[src/rtl/hazard_if.sv]
// hazard_if: bundles the pipeline-side signals of the hazard controller.
//   master modport : pipeline side. It drives the stage status and reads the controls.
//   slave modport  : hazard_ctrl side.
//   Stage status   : idu_* (ID operands), exu_* (EX destination, load, redirect),
//                    mmu_req / mmu_ready (MEM access handshake)
//   Controls       : ifu/idu/exu/mmu_stall, exu_bubble, idu_flush, mem_timeout
//   HAZARD_PERF_CNT_EN : adds perf_stall_cnt / perf_flush_cnt
interface hazard_if;
    logic       idu_valid;
    logic [4:0] idu_index_rs1;
    logic [4:0] idu_index_rs2;
    logic       idu_use_rs1;
    logic       idu_use_rs2;
    logic       exu_valid;
    logic [4:0] exu_index_rd;
    logic       exu_wb_en;
    logic       exu_is_load;
    logic       exu_redirect;
    logic       mmu_req;
    logic       mmu_ready;

    logic       ifu_stall;
    logic       idu_stall;
    logic       exu_stall;
    logic       mmu_stall;
    logic       exu_bubble;
    logic       idu_flush;
    logic       mem_timeout;
`ifdef HAZARD_PERF_CNT_EN
    logic [31:0] perf_stall_cnt;
    logic [31:0] perf_flush_cnt;
`endif

    modport master (
        output idu_valid, idu_index_rs1, idu_index_rs2, idu_use_rs1, idu_use_rs2,
               exu_valid, exu_index_rd, exu_wb_en, exu_is_load, exu_redirect,
               mmu_req, mmu_ready,
`ifdef HAZARD_PERF_CNT_EN
        input  perf_stall_cnt, perf_flush_cnt,
`endif
        input  ifu_stall, idu_stall, exu_stall, mmu_stall, exu_bubble, idu_flush,
               mem_timeout
    );

    modport slave (
        input  idu_valid, idu_index_rs1, idu_index_rs2, idu_use_rs1, idu_use_rs2,
               exu_valid, exu_index_rd, exu_wb_en, exu_is_load, exu_redirect,
               mmu_req, mmu_ready,
`ifdef HAZARD_PERF_CNT_EN
        output perf_stall_cnt, perf_flush_cnt,
`endif
        output ifu_stall, idu_stall, exu_stall, mmu_stall, exu_bubble, idu_flush,
               mem_timeout
    );
endinterface

[src/rtl/hazard_ctrl.sv]
// hazard_ctrl: pipeline sequencing controller for the 5-stage core.
//   It handles load-use stalls, memory-wait holds and the redirect flush sequence.
//   Ports: clk, rst_n (asynchronous, active low), hif (hazard_if.slave).
//   The stall, bubble and flush controls are combinational from the state and
//   the inputs. mem_timeout is a registered, sticky flag.
//   Optional: `define HAZARD_PERF_CNT_EN adds the stall and flush cycle counters.
module hazard_ctrl #(
    parameter int FLUSH_CYCLES = 2,   // 1..7
    parameter int TIMEOUT      = 255  // 1..255
) (
    input  logic     clk,
    input  logic     rst_n,
    hazard_if.slave  hif
);
    typedef enum logic [1:0] {RUN, MEM_WAIT, FLUSH} state_t;

    localparam logic [2:0] FLUSH_RELOAD = 3'(FLUSH_CYCLES - 1);
    localparam logic [7:0] TIMEOUT_V    = 8'(TIMEOUT);

    state_t     state;
    logic       resume_flush;   // state to resume after MEM_WAIT: 1 = FLUSH, 0 = RUN
    logic [2:0] flush_cnt;
    logic [7:0] wait_cnt;
    logic [7:0] wait_cnt_inc;
    logic       mem_timeout_q;

    logic mem_busy, load_use, in_flush, rs1_hit, rs2_hit;

    assign mem_busy = hif.mmu_req & ~hif.mmu_ready;
    assign rs1_hit  = hif.idu_use_rs1 & (hif.idu_index_rs1 == hif.exu_index_rd);
    assign rs2_hit  = hif.idu_use_rs2 & (hif.idu_index_rs2 == hif.exu_index_rd);
    assign load_use = hif.exu_valid & hif.exu_is_load & hif.exu_wb_en &
                      (hif.exu_index_rd != 5'd0) & hif.idu_valid & (rs1_hit | rs2_hit);

    // In the first non-busy MEM_WAIT cycle, the outputs are decoded as if the
    // block were already back in the resumed state.
    assign in_flush = (state == FLUSH) | ((state == MEM_WAIT) & resume_flush);

    assign wait_cnt_inc = (wait_cnt == 8'hFF) ? wait_cnt : wait_cnt + 8'd1;

    // Control decode with priority mem_busy > redirect > flush in progress > load_use.
    always_comb begin
        hif.ifu_stall  = 1'b0;
        hif.idu_stall  = 1'b0;
        hif.exu_stall  = 1'b0;
        hif.mmu_stall  = 1'b0;
        hif.exu_bubble = 1'b0;
        hif.idu_flush  = 1'b0;
        if (rst_n) begin
            if (mem_busy) begin
                hif.ifu_stall = 1'b1;
                hif.idu_stall = 1'b1;
                hif.exu_stall = 1'b1;
                hif.mmu_stall = 1'b1;
            end else if (hif.exu_redirect | in_flush) begin
                hif.idu_flush  = 1'b1;
                hif.exu_bubble = 1'b1;
            end else if (load_use) begin
                hif.ifu_stall  = 1'b1;
                hif.idu_stall  = 1'b1;
                hif.exu_bubble = 1'b1;
            end
        end
    end

    assign hif.mem_timeout = mem_timeout_q;

    always_ff @(posedge clk or negedge rst_n) begin
        if (!rst_n) begin
            state         <= RUN;
            resume_flush  <= 1'b0;
            flush_cnt     <= 3'd0;
            wait_cnt      <= 8'd0;
            mem_timeout_q <= 1'b0;
        end else if (mem_busy) begin
            // flush_cnt is frozen during the wait. Remember where to resume.
            state <= MEM_WAIT;
            if (state != MEM_WAIT)
                resume_flush <= (state == FLUSH);
            wait_cnt <= wait_cnt_inc;
            if (wait_cnt_inc == TIMEOUT_V)
                mem_timeout_q <= 1'b1;
        end else begin
            wait_cnt <= 8'd0;
            if (hif.exu_redirect) begin
                // The redirect cycle is the first flush cycle.
                // FLUSH covers the remaining FLUSH_CYCLES-1 cycles.
                if (FLUSH_CYCLES > 1) begin
                    state     <= FLUSH;
                    flush_cnt <= FLUSH_RELOAD;
                end else begin
                    state     <= RUN;
                    flush_cnt <= 3'd0;
                end
            end else if (in_flush) begin
                if (flush_cnt <= 3'd1) begin
                    state     <= RUN;
                    flush_cnt <= 3'd0;
                end else begin
                    state     <= FLUSH;
                    flush_cnt <= flush_cnt - 3'd1;
                end
            end else begin
                state <= RUN;
            end
        end
    end

`ifdef HAZARD_PERF_CNT_EN
    logic [31:0] perf_stall_q, perf_flush_q;

    always_ff @(posedge clk or negedge rst_n) begin
        if (!rst_n) begin
            perf_stall_q <= 32'd0;
            perf_flush_q <= 32'd0;
        end else begin
            if (hif.ifu_stall) perf_stall_q <= perf_stall_q + 32'd1;
            if (hif.idu_flush) perf_flush_q <= perf_flush_q + 32'd1;
        end
    end

    assign hif.perf_stall_cnt = perf_stall_q;
    assign hif.perf_flush_cnt = perf_flush_q;
`endif
endmodule

[src/flat_wrapper.sv]
// flat-port wrapper written by rule: the top's interface ports become plain ports
module hazard_ctrl_flat 
#(
    parameter int FLUSH_CYCLES = 2,          
    parameter int TIMEOUT      = 255           
)
  (clk, rst_n, hif_idu_valid, hif_idu_index_rs1, hif_idu_index_rs2, hif_idu_use_rs1, hif_idu_use_rs2, hif_exu_valid, hif_exu_index_rd, hif_exu_wb_en, hif_exu_is_load, hif_exu_redirect, hif_mmu_req, hif_mmu_ready, hif_ifu_stall, hif_idu_stall, hif_exu_stall, hif_mmu_stall, hif_exu_bubble, hif_idu_flush, hif_mem_timeout);
  hazard_if hif_i ();
  input  logic clk;
  input  logic rst_n;
  input wire logic [$bits(hif_i.idu_valid)-1:0] hif_idu_valid;
  input wire logic [$bits(hif_i.idu_index_rs1)-1:0] hif_idu_index_rs1;
  input wire logic [$bits(hif_i.idu_index_rs2)-1:0] hif_idu_index_rs2;
  input wire logic [$bits(hif_i.idu_use_rs1)-1:0] hif_idu_use_rs1;
  input wire logic [$bits(hif_i.idu_use_rs2)-1:0] hif_idu_use_rs2;
  input wire logic [$bits(hif_i.exu_valid)-1:0] hif_exu_valid;
  input wire logic [$bits(hif_i.exu_index_rd)-1:0] hif_exu_index_rd;
  input wire logic [$bits(hif_i.exu_wb_en)-1:0] hif_exu_wb_en;
  input wire logic [$bits(hif_i.exu_is_load)-1:0] hif_exu_is_load;
  input wire logic [$bits(hif_i.exu_redirect)-1:0] hif_exu_redirect;
  input wire logic [$bits(hif_i.mmu_req)-1:0] hif_mmu_req;
  input wire logic [$bits(hif_i.mmu_ready)-1:0] hif_mmu_ready;
  output wire logic [$bits(hif_i.ifu_stall)-1:0] hif_ifu_stall;
  output wire logic [$bits(hif_i.idu_stall)-1:0] hif_idu_stall;
  output wire logic [$bits(hif_i.exu_stall)-1:0] hif_exu_stall;
  output wire logic [$bits(hif_i.mmu_stall)-1:0] hif_mmu_stall;
  output wire logic [$bits(hif_i.exu_bubble)-1:0] hif_exu_bubble;
  output wire logic [$bits(hif_i.idu_flush)-1:0] hif_idu_flush;
  output wire logic [$bits(hif_i.mem_timeout)-1:0] hif_mem_timeout;
  assign hif_i.idu_valid = hif_idu_valid;
  assign hif_i.idu_index_rs1 = hif_idu_index_rs1;
  assign hif_i.idu_index_rs2 = hif_idu_index_rs2;
  assign hif_i.idu_use_rs1 = hif_idu_use_rs1;
  assign hif_i.idu_use_rs2 = hif_idu_use_rs2;
  assign hif_i.exu_valid = hif_exu_valid;
  assign hif_i.exu_index_rd = hif_exu_index_rd;
  assign hif_i.exu_wb_en = hif_exu_wb_en;
  assign hif_i.exu_is_load = hif_exu_is_load;
  assign hif_i.exu_redirect = hif_exu_redirect;
  assign hif_i.mmu_req = hif_mmu_req;
  assign hif_i.mmu_ready = hif_mmu_ready;
  assign hif_ifu_stall = hif_i.ifu_stall;
  assign hif_idu_stall = hif_i.idu_stall;
  assign hif_exu_stall = hif_i.exu_stall;
  assign hif_mmu_stall = hif_i.mmu_stall;
  assign hif_exu_bubble = hif_i.exu_bubble;
  assign hif_idu_flush = hif_i.idu_flush;
  assign hif_mem_timeout = hif_i.mem_timeout;
  hazard_ctrl #(.FLUSH_CYCLES(FLUSH_CYCLES), .TIMEOUT(TIMEOUT)) u_core (.clk(clk), .rst_n(rst_n), .hif(hif_i));
endmodule
[config.mk]
export PLATFORM = sky130hd
export DESIGN_NAME = hazard_ctrl_flat
export DESIGN_NICKNAME = d
export VERILOG_FILES = /design/src/rtl/hazard_if.sv /design/src/rtl/hazard_ctrl.sv /design/src/flat_wrapper.sv
export SDC_FILE = /design/constraint.sdc
export NUM_CORES = 1
export LEC_CHECK = 0
export CAP_MARGIN = 20
export CELL_PAD_IN_SITES_DETAIL_PLACEMENT = 2
export CELL_PAD_IN_SITES_GLOBAL_PLACEMENT = 2
export CORE_MARGIN = 3
export CORE_UTILIZATION = 26
export DETAILED_ROUTE_END_ITERATION = 7
export PLACE_DENSITY = 0.76
export SLEW_MARGIN = 30
export SYNTH_ARGS = -nofsm -noshare
export SYNTH_HDL_FRONTEND = slang
export SYNTH_SLANG_ARGS = --single-unit
[constraint.sdc]
create_clock -name clk -period 2.3 [get_ports clk]
set_input_delay 0.46 -clock clk [delete_from_list [all_inputs] [get_ports clk]]
set_output_delay 0.46 -clock clk [all_outputs]
set_load 0.01 [all_outputs]
==> metrics.txt <==
status finished, final reports clean; DRT Wirelength about 3300 microns; setup_tns 0 ps; Hold-fix buffers, CTS 0; Max Cap Viol 0; Area Growth Syn to Fin 49.4%; Peak Freq 446 MHz; Logic pwr share 0.288; vias 970; DRT antenna net count 0; reg-to-reg setup timing slack 560 ps; relative slew slack 0.811; CTS Buffer Depth 2; switching share of power 0.300; Synth Net Count 135; Post-CTS Setup Bufs 0; antenna fix cells 0; Ys Warns 0; Tightest Hold Check Type input pin to async pin; Global Route Usage Sum 0.158; global-route wire length before repair between 5000 and 6000 microns; Nets 178; Synth Instances between 100 and 150; DRT iter0 DRCs 19; final setup violating endpoints 0; top-count cell post-synth dfrtp_1; Die H just under 70 microns; port buffer count 32; CP max FO 2; top cells by area, synth dfrtp_1 38%, xor2_1 8.0%, xnor2_1 4.5%; layout cell share with drive strength beyond 1 0.182; via/cell ratio 5.00; Post-synth EDFFs 0; Die W 67.5 microns; Num CTS Buffers 3; Seq pwr share 0.417; Worst EP required 1840 ps; clk_lat worst skew 250 ps; CP most frequent cell buf_4; CP max stage delay 460 ps; minimum clock period 2240 ps; post-synthesis sequential area ratio 0.382; share of the synthesized area in the top cell type 0.382; Initial Util 0.281; Internal 517 uW; area leader, netlist dfrtp_1; CP max-delay cell clkdlybuf4s50_1; I/O Pins 33; Clock Pin Slew Worst Setup and Hold Paths around 60 ps; vias in the first global route 1109; VDD IR max around 440 uV; Place WS -629 ps; synth unique cells 39; HPWL Detailed roughly 2600 microns; Slew @ Worst Pin 283 ps; DRC 0; worst setup margin roughly 56 ps; DR WL/cell ~17 microns; Yosys reg bits 15; Hold Violations, Final 0; register area 375 sq um; Remaining Overflow, GRT 0; CTS Root Cell clkbuf_8; antenna violations before repair 0; router iterations before antenna repair 4; largest net degree at the start of global routing 18; clock share of power 0.295; Post-Syn Area just under 0.001 sq mm; CTS HTree Levels 1; Leakage 0.651 nW; RSZ-0062 raised after global routing no; arrival time worst endpoint 1780 ps; CP cell instances clkdlybuf4s50_1 -> nand2b_4 -> inv_1 -> buf_4 -> and2_1 -> buf_4 -> clkdlybuf4s15_1; # clock sinks 15; clock skew ~1.9 ps; Cell Pwr Density about 500 mW/mm^2; crit path launch type input pin; non-filler instance count after layout 194; dominant synthesized flop cell dfrtp_1; Pwr Total roughly 740 uW; CTS tree built; crit path capture type output pin; crit path kind input pin to output pin; syn_area_per_cell between 9 and 10 sq um; Routability Congestion 0.792; area occupied by multi-input gates 586 sq um; row count 21; Post-synth ARST share 1.00; Tcrit/Tclk final 0.976; pins over their slew limit 0; # fillers 365; placed cells 190; switching power 221 uW; Core ar. 0.00349 sq mm; Die Area 0.00455 sq mm; synth cell count leaders 15 x dfrtp_1, 9 x xor2_1, 8 x nor2_1
per-layer routing:
layer	routed length (microns)	GRT usage
met5	0	0
met4	67	0.0911
met3	124	0.0166
met2	1710	0.293
met1	1350	0.171
layout by cell type (no fill, tap or decap), drive strengths merged, types with 3 or more instances in the layout:
cell           netlist  layout
xnor2                5       5
xor2                 9       9
o21bai               3       3
nor2                 8       8
nor4                 3       3
o21ai                4       4
nand3                4       4
nand2b               4       4
inv                  7       7
nand2                4       4
dlygate4sd2          0       8
and2                 3       3
buf                  3      13
ha                   3       3
dfrtp               15      15
a21oi                6       6
clkbuf               1       4
clkdlybuf4s50        0      13
nor3                 3       3
clkdlybuf4s15        0       5
stage by stage:
stage	instance area (sq um)	hold WS, ps	utilization
final	1470	308	0.420
after global routing	1470	346	0.420
after CTS	1440	330	0.412
after detailed placement	1410	447	0.402
after global placement	1410	444	0.402
after floorplan	982	164	-
power groups by stage:
| stage | clock, mW | combinational [mW] | sequential (mW) |
|---|---|---|---|
| after floorplan | 0 | 0.102 | 0.307 |
| after global placement | 0 | 0.198 | 0.309 |
| after detailed placement | 0 | 0.212 | 0.314 |
| after CTS | 0.231 | 0.209 | 0.309 |
| after global routing | 0.236 | 0.241 | 0.311 |
| final | 0.217 | 0.213 | 0.308 |
cell families after synthesis:
logic type,synth area share
adders and majority gates,0.0382
xor gates and xnor gates,0.125
and+or+nand+nor,0.219
AOI/OAI and AO/OA,0.158
DFF,0.382
muxes,0.0204
buffers and inverters,0.0573
worst paths after layout:
check / from / to / cells past startpoint
setup / recovery: hif_mmu_ready / hif_mmu_stall / 7
min in group clk: u_core.hif.mem_timeout$_DFFE_PN0P_ / u_core.hif.mem_timeout$_DFFE_PN0P_ / 1
hold / removal: rst_n / u_core.wait_cnt[7]$_DFF_PN0_ / 2
max in group asynchronous: rst_n / u_core.resume_flush$_DFFE_PN0P_ / 2
hold reg to reg: u_core.hif.mem_timeout$_DFFE_PN0P_ / u_core.hif.mem_timeout$_DFFE_PN0P_ / 1
setup reg to reg: u_core.wait_cnt[0]$_DFF_PN0_ / u_core.wait_cnt[0]$_DFF_PN0_ / 5
layout make-up:
class	count	share of cell area
Clock inverter	1	0.00341
Multi-Input combinational cell	80	0.399
Timing Repair Buffer	42	0.257
Inverter	7	0.0179
Clock buffer	3	0.0281
Sequential cell	15	0.256
Tap cell	46	0.0392
flip-flops by register name, indices dropped and copies added (netlist names):
name	cells
u_core.hif.mem_timeout	1
u_core.state	2
u_core.wait_cnt	8
u_core.flush_cnt	3
u_core.resume_flush	1
repair_timing:
item,4_1_cts,5_1_grt
pin swaps,7,6
gates resized for setup,34,10
setup endpoints to repair,6,6
critical path: cells and delay by family:
family | cells | cell delay (ps)
buffers and inverters | 5 | 1030
AND/OR/NAND/NOR | 2 | 280
Power figures use the tool's default switching activity.
